--- src/rtl/stream_demux1x2_pkg.sv ---
// Shared constants for the 1:2 stream demultiplexer: lane indices and the
// HEAD/BODY packet-tracking state encoding.
package stream_demux1x2_pkg;

    // Lane index values, as carried on in_sel and held in locked_sel
    localparam logic LANE0 = 1'b0;
    localparam logic LANE1 = 1'b1;

    // HEAD: next accepted beat starts a packet; BODY: inside a multi-beat packet
    typedef enum logic {
        HEAD = 1'b0,
        BODY = 1'b1
    } state_t;

endpackage

--- src/rtl/stream_skid2.sv ---
// Two-entry FIFO skid stage carrying data+last. in_ready comes straight from
// a flop, so nothing downstream of out_ready reaches in_ready combinationally.
//
// Handshake: a beat moves on a port exactly when valid && ready at a rising
// edge; valid never depends on ready on the same port.
module stream_skid2
    import stream_demux1x2_pkg::*;
#(
    parameter int WIDTH = 8
) (
    input  logic             clk,
    input  logic             rst,
    input  logic             in_valid,
    output logic             in_ready,
    input  logic [WIDTH-1:0] in_data,
    input  logic             in_last,
    output logic             out_valid,
    input  logic             out_ready,
    output logic [WIDTH-1:0] out_data,
    output logic             out_last
);

    // Entry 0 is always the oldest beat; entry 1 only holds data at occupancy 2
    logic [WIDTH:0] r_ent0;
    logic [WIDTH:0] r_ent1;
    logic [1:0]     r_count;
    logic           r_not_full;

    logic           w_push;
    logic           w_pop;
    logic [1:0]     w_count_nxt;
    logic [WIDTH:0] w_in_ent;

    assign w_in_ent  = {in_last, in_data};
    assign w_push    = in_valid && r_not_full;
    assign w_pop     = (r_count != 2'd0) && out_ready;

    assign in_ready  = r_not_full;
    assign out_valid = (r_count != 2'd0);
    assign out_data  = r_ent0[WIDTH-1:0];
    assign out_last  = r_ent0[WIDTH];

    // Next occupancy: push and pop together leave it unchanged
    always_comb begin
        w_count_nxt = r_count;
        if (w_push && !w_pop) begin
            w_count_nxt = r_count + 2'd1;
        end else if (!w_push && w_pop) begin
            w_count_nxt = r_count - 2'd1;
        end
    end

    // Storage shift/fill and the registered not-full flag
    always_ff @(posedge clk) begin
        if (rst) begin
            r_ent0     <= '0;
            r_ent1     <= '0;
            r_count    <= 2'd0;
            r_not_full <= 1'b1;
        end else begin
            case ({w_push, w_pop})
                2'b10: begin
                    if (r_count == 2'd0) r_ent0 <= w_in_ent;
                    else                 r_ent1 <= w_in_ent;
                end
                2'b01: begin
                    r_ent0 <= r_ent1;
                end
                2'b11: begin
                    if (r_count == 2'd1) begin
                        r_ent0 <= w_in_ent;
                    end else begin
                        r_ent0 <= r_ent1;
                        r_ent1 <= w_in_ent;
                    end
                end
                default: ;
            endcase
            r_count    <= w_count_nxt;
            r_not_full <= (w_count_nxt <= 2'd1);
        end
    end

endmodule

--- src/rtl/stream_demux1x2.sv ---
// Packet-granular 1:2 valid/ready demultiplexer. The lane is chosen from
// in_sel on the head beat and held until the last beat is accepted. Each
// lane has its own 2-entry skid stage; a full selected lane stalls the input
// even when the other lane is idle (head-of-line blocking is intended).
//
// Handshake: a beat transfers on any port when valid && ready at a rising
// edge; in_ready is a function of registered lane fullness and the route only.
module stream_demux1x2
    import stream_demux1x2_pkg::*;
#(
    parameter int WIDTH = 8
) (
    input  logic             clk,
    input  logic             rst,
    input  logic [WIDTH-1:0] in_data,
    input  logic             in_last,
    input  logic             in_sel,
    input  logic             in_valid,
    output logic             in_ready,
    output logic [WIDTH-1:0] out0_data,
    output logic             out0_last,
    output logic             out0_valid,
    input  logic             out0_ready,
    output logic [WIDTH-1:0] out1_data,
    output logic             out1_last,
    output logic             out1_valid,
    input  logic             out1_ready
);

    state_t r_state;
    state_t w_state_nxt;
    logic   r_locked_sel;

    logic   w_route;
    logic   w_accept;
    logic   w_push0;
    logic   w_push1;
    logic   w_s0_not_full;
    logic   w_s1_not_full;

    // State register and the lane locked for the rest of a multi-beat packet
    always_ff @(posedge clk) begin
        if (rst) begin
            r_state      <= HEAD;
            r_locked_sel <= LANE0;
        end else begin
            r_state <= w_state_nxt;
            if (w_accept && (r_state == HEAD) && !in_last) begin
                r_locked_sel <= in_sel;
            end
        end
    end

    // Next state: a non-last head opens a packet, a last beat in BODY closes it
    always_comb begin
        w_state_nxt = r_state;
        if (w_accept) begin
            case (r_state)
                HEAD:    if (!in_last) w_state_nxt = BODY;
                BODY:    if (in_last)  w_state_nxt = HEAD;
                default: w_state_nxt = HEAD;
            endcase
        end
    end

    // Outputs: route mux, in_ready from the selected lane, per-lane push
    always_comb begin
        w_route  = (r_state == HEAD) ? in_sel : r_locked_sel;
        in_ready = !rst && ((w_route == LANE1) ? w_s1_not_full : w_s0_not_full);
        w_accept = in_valid && in_ready;
        w_push0  = w_accept && (w_route == LANE0);
        w_push1  = w_accept && (w_route == LANE1);
    end

    stream_skid2 #(.WIDTH(WIDTH)) u_skid0 (
        .clk       (clk),
        .rst       (rst),
        .in_valid  (w_push0),
        .in_ready  (w_s0_not_full),
        .in_data   (in_data),
        .in_last   (in_last),
        .out_valid (out0_valid),
        .out_ready (out0_ready),
        .out_data  (out0_data),
        .out_last  (out0_last)
    );

    stream_skid2 #(.WIDTH(WIDTH)) u_skid1 (
        .clk       (clk),
        .rst       (rst),
        .in_valid  (w_push1),
        .in_ready  (w_s1_not_full),
        .in_data   (in_data),
        .in_last   (in_last),
        .out_valid (out1_valid),
        .out_ready (out1_ready),
        .out_data  (out1_data),
        .out_last  (out1_last)
    );

endmodule

--- config.mk ---
export PLATFORM = sky130hd
export DESIGN_NAME = stream_demux1x2
export DESIGN_NICKNAME = d
export VERILOG_FILES = /design/src/rtl/stream_demux1x2_pkg.sv /design/src/rtl/stream_skid2.sv /design/src/rtl/stream_demux1x2.sv
export SDC_FILE = /design/constraint.sdc
export NUM_CORES = 1
export LEC_CHECK = 0
export BUFFER_PORTS_ARGS = -buffer_cell sky130_fd_sc_hd__buf_2
export CAP_MARGIN = 20
export CORE_ASPECT_RATIO = 0.7
export CORE_MARGIN = 2
export CORE_UTILIZATION = 59
export DETAILED_ROUTE_END_ITERATION = 10
export HOLD_SLACK_MARGIN = 0.08
export PLACE_DENSITY_LB_ADDON = 0.2
export SYNTH_ARGS = -nofsm -noshare
export SYNTH_HDL_FRONTEND = slang
export SYNTH_SLANG_ARGS = --single-unit
--- constraint.sdc ---
create_clock -name clk -period 2.4 [get_ports clk]
set_input_delay 0.12 -clock clk [delete_from_list [all_inputs] [get_ports clk]]
set_output_delay 0.12 -clock clk [all_outputs]
set_load 0.03 [all_outputs]
# Word-level counts from Yosys, hierarchy flattened
# Cells that the tools add are included.
dict set report classes {
  add_sub_neg 4
  mul 0
  div_mod_pow 0
  n_lt_le_gt_ge 2
  n_eq_ne 14
  n_shift 0
  n_mux 19
  n_bitwise 2
  reduce_logical 32
}
# cell count
set ops {}
lappend ops {{$mux 9} 8}
lappend ops {{$pmux 9 s3} 2}
lappend ops {{$pmux 9 s2} 2}
lappend ops {{$logic_and 1x1->1} 14}
lappend ops {{$eq 2x1->1 const B} 4}
lappend ops {{$eq 2x2->1 const B} 4}
lappend ops {{$mux 2} 4}
lappend ops {{$ne 2x2->1 const B} 4}
lappend ops {{$reduce_bool 2->1} 4}
lappend ops {{$logic_not 1->1} 6}
lappend ops {{$reduce_and 3->1} 2}
lappend ops {{$reduce_bool 3->1} 2}
lappend ops {{$add 2x1->2 const B} 2}
lappend ops {{$le 2x1->1 const B} 2}
lappend ops {{$logic_not 2->1} 2}
lappend ops {{$ne 2x1->1 const B} 2}
lappend ops {{$reduce_and 2->1} 2}
lappend ops {{$sub 2x1->2 const B} 2}
lappend ops {{$mux 1} 3}
lappend ops {{$not 1->1} 2}
dict set report word_totals {
  ff_bits 44
  latch_bits 0
  ram_bits 0
  rom_bits 0
  input_bits 15
  output_inout_bits 21
  wordCells 83
  mem_count 0
}

# Depth between registers and ports, before layout
# Gate-level depths: netlist of the first run.
dict set report depth {
  depth_word 11
  ltp_mapped 8
  depth_no_buf 6
}

# By module
# A second synthesis of the first run with hierarchy kept.
dict set report hier_totals {
  hier_cells 288
  hier_area_um2 2527.4
}
# mod instances cells_per_inst area_each_um2 seq_area_each_um2
set modules_own_cells {}
lappend modules_own_cells {stream_skid2 2 136 1192.4 420.4}
lappend modules_own_cells {stream_demux1x2 1 16 142.6 40.0}

# Worst setup path after synthesis of the first run
# OpenSTA, ideal clock, no wires.
dict set report synth_timing {
  kind {flip-flop to flip-flop}
  startpoint {register u_skid0.r_count[0]}
  endpoint {register u_skid0.r_not_full (netlist: u_skid0.in_ready)}
  setup_time_ns 0.127
  t_arrival_ns 1.474
  required_ns 2.273
  setup_slack_ns 0.799
  stages_incl_launch_ff 8
  path_buffers 1
  synth_period_minus_slack_ns 1.601
  cell_sequence {dfxtp_1 -> inv_1 -> ha_1 -> buf_2 -> nand2b_1 -> a21oi_1 -> a211oi_1 -> or3_1}
}
dict set report synth_via {
  elab_chain_len 6
  elab_cells_between_ends 10
  cone_classes {add/sub (2); order compare (1); mux (2); reduce/logical (5)}
}
# item line
set synth_rtl {}
lappend synth_rtl {{from (decl)} stream_skid2.sv:26} ;# logic [1:0] r_count;
lappend synth_rtl {{from (signal assigned)} stream_skid2.sv:79} ;# r_count <= w_count_nxt;
lappend synth_rtl {{parallel branches: the longest is 4 deep, another holds $sub 2x1->2} n/a}
lappend synth_rtl {{$mux 2 (*)} stream_skid2.sv:46} ;# if (w_push && !w_pop) begin
lappend synth_rtl {{$le 2x1->1 (*)} stream_skid2.sv:80} ;# r_not_full <= (w_count_nxt <= 2'd1);
lappend synth_rtl {{to (signal assigned)} stream_skid2.sv:80}
lappend synth_rtl {{to (decl)} stream_skid2.sv:27} ;# logic r_not_full;
# Every way passes the cells marked *.
# A chain may end at the register's enable or synchronous reset.

# Worst setup path after layout of the first run
dict set report layout_timing {
  startpoint {register u_skid1.r_count[1]}
  endpoint {register u_skid1.r_ent1[3]}
}
dict set report layout_via {
  elab_chain_len 5
  elab_cells_between_ends 11
  cone_classes {eq/ne (5); mux (1); reduce/logical (5)}
}
# item line
set layout_rtl {}
lappend layout_rtl {{from (decl)} stream_skid2.sv:26}
lappend layout_rtl {{from (signal assigned)} stream_skid2.sv:79}
lappend layout_rtl {{$reduce_bool 2->1} stream_skid2.sv:36} ;# assign w_pop = (r_count != 2'd0) && out_ready;
lappend layout_rtl {{$logic_and 1x1->1} stream_skid2.sv:36}
lappend layout_rtl {{$eq 2x2->1} stream_skid2.sv:61} ;# case ({w_push, w_pop})
lappend layout_rtl {{$ne 2x2->1 (no line) / $reduce_bool 2->1 (equally long branches)} n/a}
lappend layout_rtl {{$reduce_and 3->1 (no line)} n/a}
lappend layout_rtl {{to (signal assigned)} stream_skid2.sv:64} ;# else r_ent1 <= w_in_ent;
lappend layout_rtl {{to (signal assigned)} stream_skid2.sv:74} ;# r_ent1 <= w_in_ent;
lappend layout_rtl {{to (decl)} stream_skid2.sv:25} ;# logic [WIDTH:0] r_ent1;
# Parallel ways exist; a longest one is shown, timed or not.

==> results of run 1 <==
==> routing by layer <==
layer / vias up / global-route usage / share of wire
li1: 850 / - / -
met1: 809 / 0.4089 / 0.51
met5: - / 0 / 0
met4: 0 / 0.07143 / 0.0087
met2: 62 / 0.3553 / 0.41
met3: 5 / 0.05243 / 0.066
==> cells in the mapped netlist <==
cell,number,area [um2]
a211oi_1,1,7.510
a21oi_1,22,110.1
and3_1,2,12.51
and3b_1,2,17.52
buf_2,2,10.01
buf_4,1,7.510
clkbuf_1,6,22.52
clkbuf_2,1,5.000
dfxtp_1,44,880.8
ha_1,4,50.05
inv_1,18,67.56
maj3_1,1,10.01
mux2_2,4,45.04
mux2_4,1,15.01
mux2i_1,25,250.2
mux2i_2,1,13.76
nand2_1,6,22.52
nand2_4,1,11.26
nand2b_1,2,12.51
nand3_1,4,20.02
nand3_2,2,20.02
nand3b_1,1,7.510
nor2_1,30,112.6
nor2b_1,2,12.51
nor3_1,2,10.01
nor3b_1,1,7.510
o2111ai_1,1,8.760
o211a_1,2,20.02
o211ai_1,1,7.510
o21ai_2,1,8.760
o221a_2,14,157.7
o221ai_1,4,35.03
o311ai_0,1,8.760
o31ai_4,1,21.27
o41ai_1,1,8.760
or3_1,1,6.260
xnor2_1,4,35.03
==> flip-flops by register name, summed over array words and instances, names as in the netlist <==
| register | flops |
|---|---|
| u_skid0.r_count | 2 |
| u_skid0.r_ent0 | 9 |
| u_skid1.r_ent1 | 9 |
| u_skid0.r_ent1 | 9 |
| u_skid0.in_ready | 1 |
| u_skid1.in_ready | 1 |
| u_skid1.r_count | 2 |
| r_state | 1 |
| u_skid1.r_ent0 | 9 |
| r_locked_sel | 1 |
==> cell type report <==
class	instances	area, um2
Clock buffer	6	82.58
Timing Repair Buffer	38	197.7
Multi-Input combinational cell	145	1086
Tap cell	47	58.81
Fill cell	253	865.8
Sequential cell	44	880.8
Inverter	18	67.56
Clock inverter	2	15.01
==> per-stage QoR <==
step / utilization / worst slack [ns] / power (mW) / hold slack (ns)
CTS: 0.7339 / 0.4988 / 2.694 / 0.08959
detailed placement: 0.7040 / 0.5143 / 2.196 / 0.3994
floorplan: - / 0.7989 / 1.911 / 0.2111
finish: 0.7339 / 0.4892 / 2.688 / 0.09326
global route: 0.7339 / 0.3251 / 2.853 / 0.1018
global placement: 0.7040 / 0.6383 / 2.173 / 0.3900
==> report_power, final <==
| group | leakage [nW] | internal, mW | switching [mW] |
|---|---|---|---|
| Sequential | 0.359 | 0.891 | 0.0909 |
| Combinational | 0.761 | 0.463 | 0.755 |
| Clock | 0.0434 | 0.233 | 0.256 |
==> cell families (layout without fill, tap and decap cells) <==
kind of cell / Yosys count / count (layout) / synth area share
multiplexers: 31 / 31 / 0.1558
adder cells (fa/ha/maj): 5 / 5 / 0.02888
flip-flops: 44 / 44 / 0.4236
AND/OR/NAND/NOR: 56 / 56 / 0.1312
buffers and inverters: 28 / 64 / 0.05415
XOR/XNOR: 4 / 4 / 0.01685
AO/OA/AOI/OAI: 49 / 49 / 0.1895
==> worst max-delay path, stage by stage (launching register included) <==
cell     delay, ns
dfxtp_1       0.37
inv_1         0.09
ha_1          0.30
a21oi_1       0.19
and3_1        0.52
mux2i_1       0.27
nor2_1        0.05
==> final timing paths <==
check / cells past startpoint / from / to / slack [ns]
setup / recovery: 6 / u_skid1.r_count[1] / u_skid1.r_ent1[3] / 0.49
hold / removal: 3 / in_data[7] / u_skid0.r_ent1[7] / 0.09
setup reg to reg: 6 / u_skid1.r_count[1] / u_skid1.r_ent1[3] / 0.49
hold reg to reg: 2 / u_skid0.r_ent1[7] / u_skid0.r_ent1[7] / 0.50
==> flow_metrics.env, run 1 <==
export IMPL_cts_buffer_depth=2
export IMPL_core_um2=3254
export IMPL_num_antenna_cells=0
export IMPL_clock_sinks=44
export IMPL_fin_crit_sh=0.7961
export IMPL_min_period_ns=1.911
export IMPL_yosys_warnings=0
export IMPL_route_vias_total=1726
export IMPL_die_h_um=53.67
export IMPL_start_util=0.6390
export IMPL_cap_violations=0
export IMPL_cts_clk_slew_worst_paths_ns=0.08
export IMPL_max_freq_mhz=523.4
export IMPL_via_per_inst=5.753
export IMPL_postCtsSetupBuffers=0
export IMPL_ctsResizeCount=0
export IMPL_finalNetCount=271
export IMPL_antenna_found_initial=0
export IMPL_syn_cell_area_um2=2079
export IMPL_io_buffers=35
export IMPL_cp_start_kind="flop"
export IMPL_tns_ns=0
export IMPL_drv_slew=0
export IMPL_io_pins=36
export IMPL_yosysSeqAreaShare=0.4236
export IMPL_drt_initial_drc_count=166
export IMPL_setup_viol=0
export IMPL_cts_made_buffers=5
export IMPL_status="complete, no violations"
export IMPL_gp_congestion=0.8445
export IMPL_grt_start_max_net_pins=31
export IMPL_dr_pass1_iters=4
export IMPL_syn_to_final_growth_pct=14.86
export IMPL_cp_arrival_ns=2.10
export IMPL_p_per_area_nw_per_um2=1125
export IMPL_final_cell_mix="dfxtp_1, buf_2, nor2_1"
export IMPL_gr_usage_all_layers=0.2599
export IMPL_syn_instance_count=217
export IMPL_place_inst=292
export IMPL_dpl_instance_area_um2=2291
export IMPL_overflow=0
export IMPL_ant_nets=0
export IMPL_post_route_drc_count=0
export IMPL_yosysUniqueCellTypes=37
export IMPL_max_slew_worst_pin_slew_ns=0.5601
export IMPL_vdd_drop_max_v=0.0005891
export IMPL_grt_pass1_vias=1516
export IMPL_hold_buffers=0
export IMPL_crit_fanout=10
export IMPL_cts_root_buf="clkbuf_8"
export IMPL_final_cells=300
export IMPL_crit_path_end_kind="flop"
export IMPL_power_leakage_nw=1.163
export IMPL_synth_area_per_cell_um2=9.583
export IMPL_skew_ns=0.003780
export IMPL_dp_hpwl_mm=3.376
export IMPL_clk_latency_ns=0.29
export IMPL_post_drt_wl_per_cell_um=15.76
export IMPL_cp_required_ns=2.59
export IMPL_criticalPathCategory="flop to flop"
export IMPL_final_common_cell="dfxtp_1"
export IMPL_ys_ff_latch=44
export IMPL_tritoncts="done"
export IMPL_die_area_um2=4023
export IMPL_grt_first_pass_wirelength_mm=7.624
export IMPL_rows=17
export IMPL_final_hold_viol_count=0
export IMPL_rsz0062_at_grt="no"
export IMPL_synth_fp_nets=236
export IMPL_die_w_um=74.96
export IMPL_final_layout_size_suffix_gt1_frac=0.2806
export IMPL_min_path_type="primary input to flop"
export IMPL_htree_levels=2
export IMPL_finalWirelength_mm=4.727
export IMPL_slew_limit_headroom=0.6258
export IMPL_final_area_um2=2389
Note: power is estimated with default switching activity, not from simulation.
==> inputs of run 2 (changes only) <==
--- a/config.mk
+++ b/config.mk
@@ -5,11 +5,12 @@
 export SDC_FILE = /design/constraint.sdc
 export NUM_CORES = 1
 export LEC_CHECK = 0
+export ABC_AREA = 1
 export BUFFER_PORTS_ARGS = -buffer_cell sky130_fd_sc_hd__buf_2
 export CAP_MARGIN = 20
 export CORE_ASPECT_RATIO = 0.7
 export CORE_MARGIN = 2
-export CORE_UTILIZATION = 59
+export CORE_UTILIZATION = 57
 export DETAILED_ROUTE_END_ITERATION = 10
 export HOLD_SLACK_MARGIN = 0.08
 export PLACE_DENSITY_LB_ADDON = 0.2
==> constraint.sdc (replaced) <==
create_clock -name clk -period 1.8 [get_ports clk]
set_input_delay 0.09 -clock clk [delete_from_list [all_inputs] [get_ports clk]]
set_output_delay 0.09 -clock clk [all_outputs]
set_load 0.03 [all_outputs]
==> run 2 against run 1 <==
Compared with the run above: first-iteration DRC count increased by 3.6%; routed wire length is 23% higher; design area rose by 20%; non-clock buffer count rose by 7; die area rose by 24%; area after synthesis rose by 21%; sequential power up 32%; combinational power is 37% higher; clock skew is 0.00079 ns lower; register-to-register slack worse by 0.38 ns; sequential cell count did not move; critical path type unchanged; critical endpoint is now u_skid1.r_ent0[7]; largest cell class unchanged; largest power group unchanged.
==> flow_metrics.env, run 2 <==
export IMPL_cap_violations=0
export IMPL_netSwitchingFraction=0.4403
export IMPL_post_drt_wl_per_cell_um=12.08
export IMPL_synth_top_cell_by_area="dfxtp_1"
export IMPL_cts_made_buffers=5
export IMPL_grt_first_pass_wirelength_mm=9.970
export IMPL_die_area_um2=4984
export IMPL_die_h_um=59.67
export IMPL_syn_instance_count=388
export IMPL_core_um2=4304
export IMPL_top_layer="met4"
export IMPL_p_per_area_nw_per_um2=1266
export IMPL_synth_area_leaders="dfxtp_1, nand2_1, nor2_1"
export IMPL_crit_family="simple AND/OR/NAND/NOR gates"
export IMPL_post_place_ws_ns=0.08037
export IMPL_vdd_drop_max_v=0.0006140
export IMPL_met1Wirelength_mm=2.770
export IMPL_synth_most_common_cell="nand2_1"
export IMPL_crit_fanout=9
export IMPL_yosys_area_share_xor_xnor=0
export IMPL_slew_limit_headroom=0.7205
export IMPL_ant_nets=0
export IMPL_synth_common_cells="nand2_1, nor2_1, dfxtp_1"
export IMPL_final_hold_viol_count=0
export IMPL_htree_levels=2
export IMPL_tritoncts="done"
export IMPL_syn_to_final_growth_pct=13.83
export IMPL_cts_buffer_depth=2
export IMPL_antenna_found_initial=0
export IMPL_cp_required_ns=2.03
export IMPL_grt_start_max_net_pins=28
export IMPL_overflow=0
export IMPL_syn_cell_area_um2=2524
export IMPL_cp_arrival_ns=1.92
export IMPL_yosysSeqAreaShare=0.3490
export IMPL_max_slew_worst_pin_slew_ns=0.4188
export IMPL_drt_initial_drc_count=172
export IMPL_route_met3_wl_um=339
export IMPL_synth_fp_nets=407
export IMPL_finalNetCount=443
export IMPL_post_route_drc_count=0
export IMPL_synth_area_per_cell_um2=6.504
export IMPL_cts_root_buf="clkbuf_8"
export IMPL_route_vias_total=2525
export IMPL_clock_sinks=44
export IMPL_gp_congestion=0.9219
export IMPL_final_layout_size_suffix_gt1_frac=0.1694
export IMPL_skew_ns=0.002989
export IMPL_yosys_warnings=0
export IMPL_synth_compound_gate_area_share=0.1547
export IMPL_synth_top_area_frac=0.3490
export IMPL_max_stage_delay_ns=0.35
export IMPL_io_buffers=35
export IMPL_synthSimpleGateAreaFrac=0.3877
export IMPL_ys_ff_latch=44
export IMPL_dr_pass1_iters=4
export IMPL_wl_met2_mm=2.624
export IMPL_layout_setup_ws_ns=0.1124
export IMPL_criticalPathCategory="flop to flop"
export IMPL_synth_edf_count=0
export IMPL_synth_mux_area_frac=0
export IMPL_final_cell_mix="nand2_1, nor2_1, dfxtp_1"
export IMPL_power_frac_comb=0.458
export IMPL_rows=20
export IMPL_drv_slew=0
export IMPL_synth_fa_ha_area_frac=0.01983
export IMPL_max_freq_mhz=592.6
export IMPL_io_pins=36
export IMPL_die_w_um=83.53
export IMPL_min_path_type="primary input to flop"
export IMPL_grt_pass1_vias=2327
export IMPL_path_cells="inv_1 > ha_1 > nor2_2 > clkinvlp_4 > nor2_4 > nand2_1 > nand2_1 > nor2_1 > nor2_1"
export IMPL_cts_clk_slew_worst_paths_ns=0.09
export IMPL_dp_hpwl_mm=4.233
export IMPL_crit_buf_inv=2
export IMPL_via_per_inst=5.260
export IMPL_ys_flop_type="dfxtp_1"
export IMPL_status="complete, no violations"
export IMPL_crit_slowest_cell="dfxtp_1"
export IMPL_fin_crit_sh=0.9375
export IMPL_power_leakage_nw=1.456
export IMPL_synthArstFlopShare=0
export IMPL_tns_ns=0
export IMPL_num_antenna_cells=0
export IMPL_seqPwrFrac=0.358
export IMPL_cp_start_kind="flop"
export IMPL_clk_latency_ns=0.30
export IMPL_final_common_cell="nand2_1"
export IMPL_setup_viol=0
export IMPL_gr_usage_all_layers=0.2448
export IMPL_min_period_ns=1.688
export IMPL_power_switching_mw=1.602
export IMPL_clockPowerShare=0.184
export IMPL_crit_path_end_kind="flop"
export IMPL_yosysUniqueCellTypes=26
export IMPL_intPower_mw=2.035
export IMPL_synth_top_family_by_area="simple AND/OR/NAND/NOR gates"
export IMPL_start_util=0.5863
export IMPL_finalWirelength_mm=5.796
[run 2: final cells by class]
type,count,area [um2]
clock inverters,2,15.01
multi-input cells,294,1431
clock buffers,6,82.58
repair buffers,45,262.8
fillers,410,1431
well taps,55,68.82
flip-flops and latches,44,880.8
inverters,34,131.4
[run 2: worst paths after layout]
kind | slack [ns] | cells past startpoint | startpoint | to
min reg2reg | 0.52 | 2 | u_skid0.r_ent0[5] | u_skid0.r_ent0[5]
max | 0.11 | 9 | u_skid1.r_count[0] | u_skid1.r_ent0[7]
min | 0.10 | 3 | rst | u_skid1.in_ready
max reg2reg | 0.11 | 9 | u_skid1.r_count[0] | u_skid1.r_ent0[7]
[run 2: logic make-up (layout without fill, tap and decap cells)]
group	Yosys count	count (layout)
flops	44	44
buf+inv	50	87
compound gates	69	69
simple gates	221	221
fa+ha+maj	4	4
[run 2: timing repair]
item / in CTS / in global routing
gates resized for setup: 0 / 4
hold buffers: 0 / 0
setup endpoints to repair: 0 / 22
buffers inserted: 0 / 3
[run 2: layer usage]
layer / up-vias / track usage
met5: - / 0
met4: 0 / 0.09447
met3: 9 / 0.04282
met2: 62 / 0.3998
met1: 1139 / 0.3313
li1: 1315 / -
[run 2: power by group through the flow]
| stage | clock network, mW | logic [mW] | registers [mW] |
|---|---|---|---|
| finish | 0.671 | 1.67 | 1.30 |
| global route | 0.725 | 1.87 | 1.33 |
| CTS | 0.690 | 1.62 | 1.30 |
| detailed placement | 0 | 1.61 | 1.32 |
| global placement | 0 | 1.59 | 1.31 |
| floorplan | 0 | 0.999 | 1.56 |
[run 2: stage by stage]
| step | util | hold WS [ns] | total power, mW | cells | area, um2 |
|---|---|---|---|---|---|
| after floorplan | - | 0.2286 | 2.561 | 388 | 2524 |
| after global placement | 0.6328 | 0.4043 | 2.901 | 469 | 2724 |
| after detailed placement | 0.6328 | 0.4049 | 2.937 | 469 | 2724 |
| after CTS | 0.6555 | 0.09306 | 3.610 | 477 | 2821 |
| after global routing | 0.6674 | 0.1143 | 3.922 | 480 | 2873 |
| final | 0.6674 | 0.1007 | 3.637 | 480 | 2873 |
[run 2: worst reg2reg max path, stage by stage (launching register included)]
cell,delay [ns]
dfxtp_1,0.35
inv_1,0.08
ha_1,0.25
nor2_2,0.19
clkinvlp_4,0.21
nor2_4,0.25
nand2_1,0.08
nand2_1,0.06
nor2_1,0.05
nor2_1,0.11
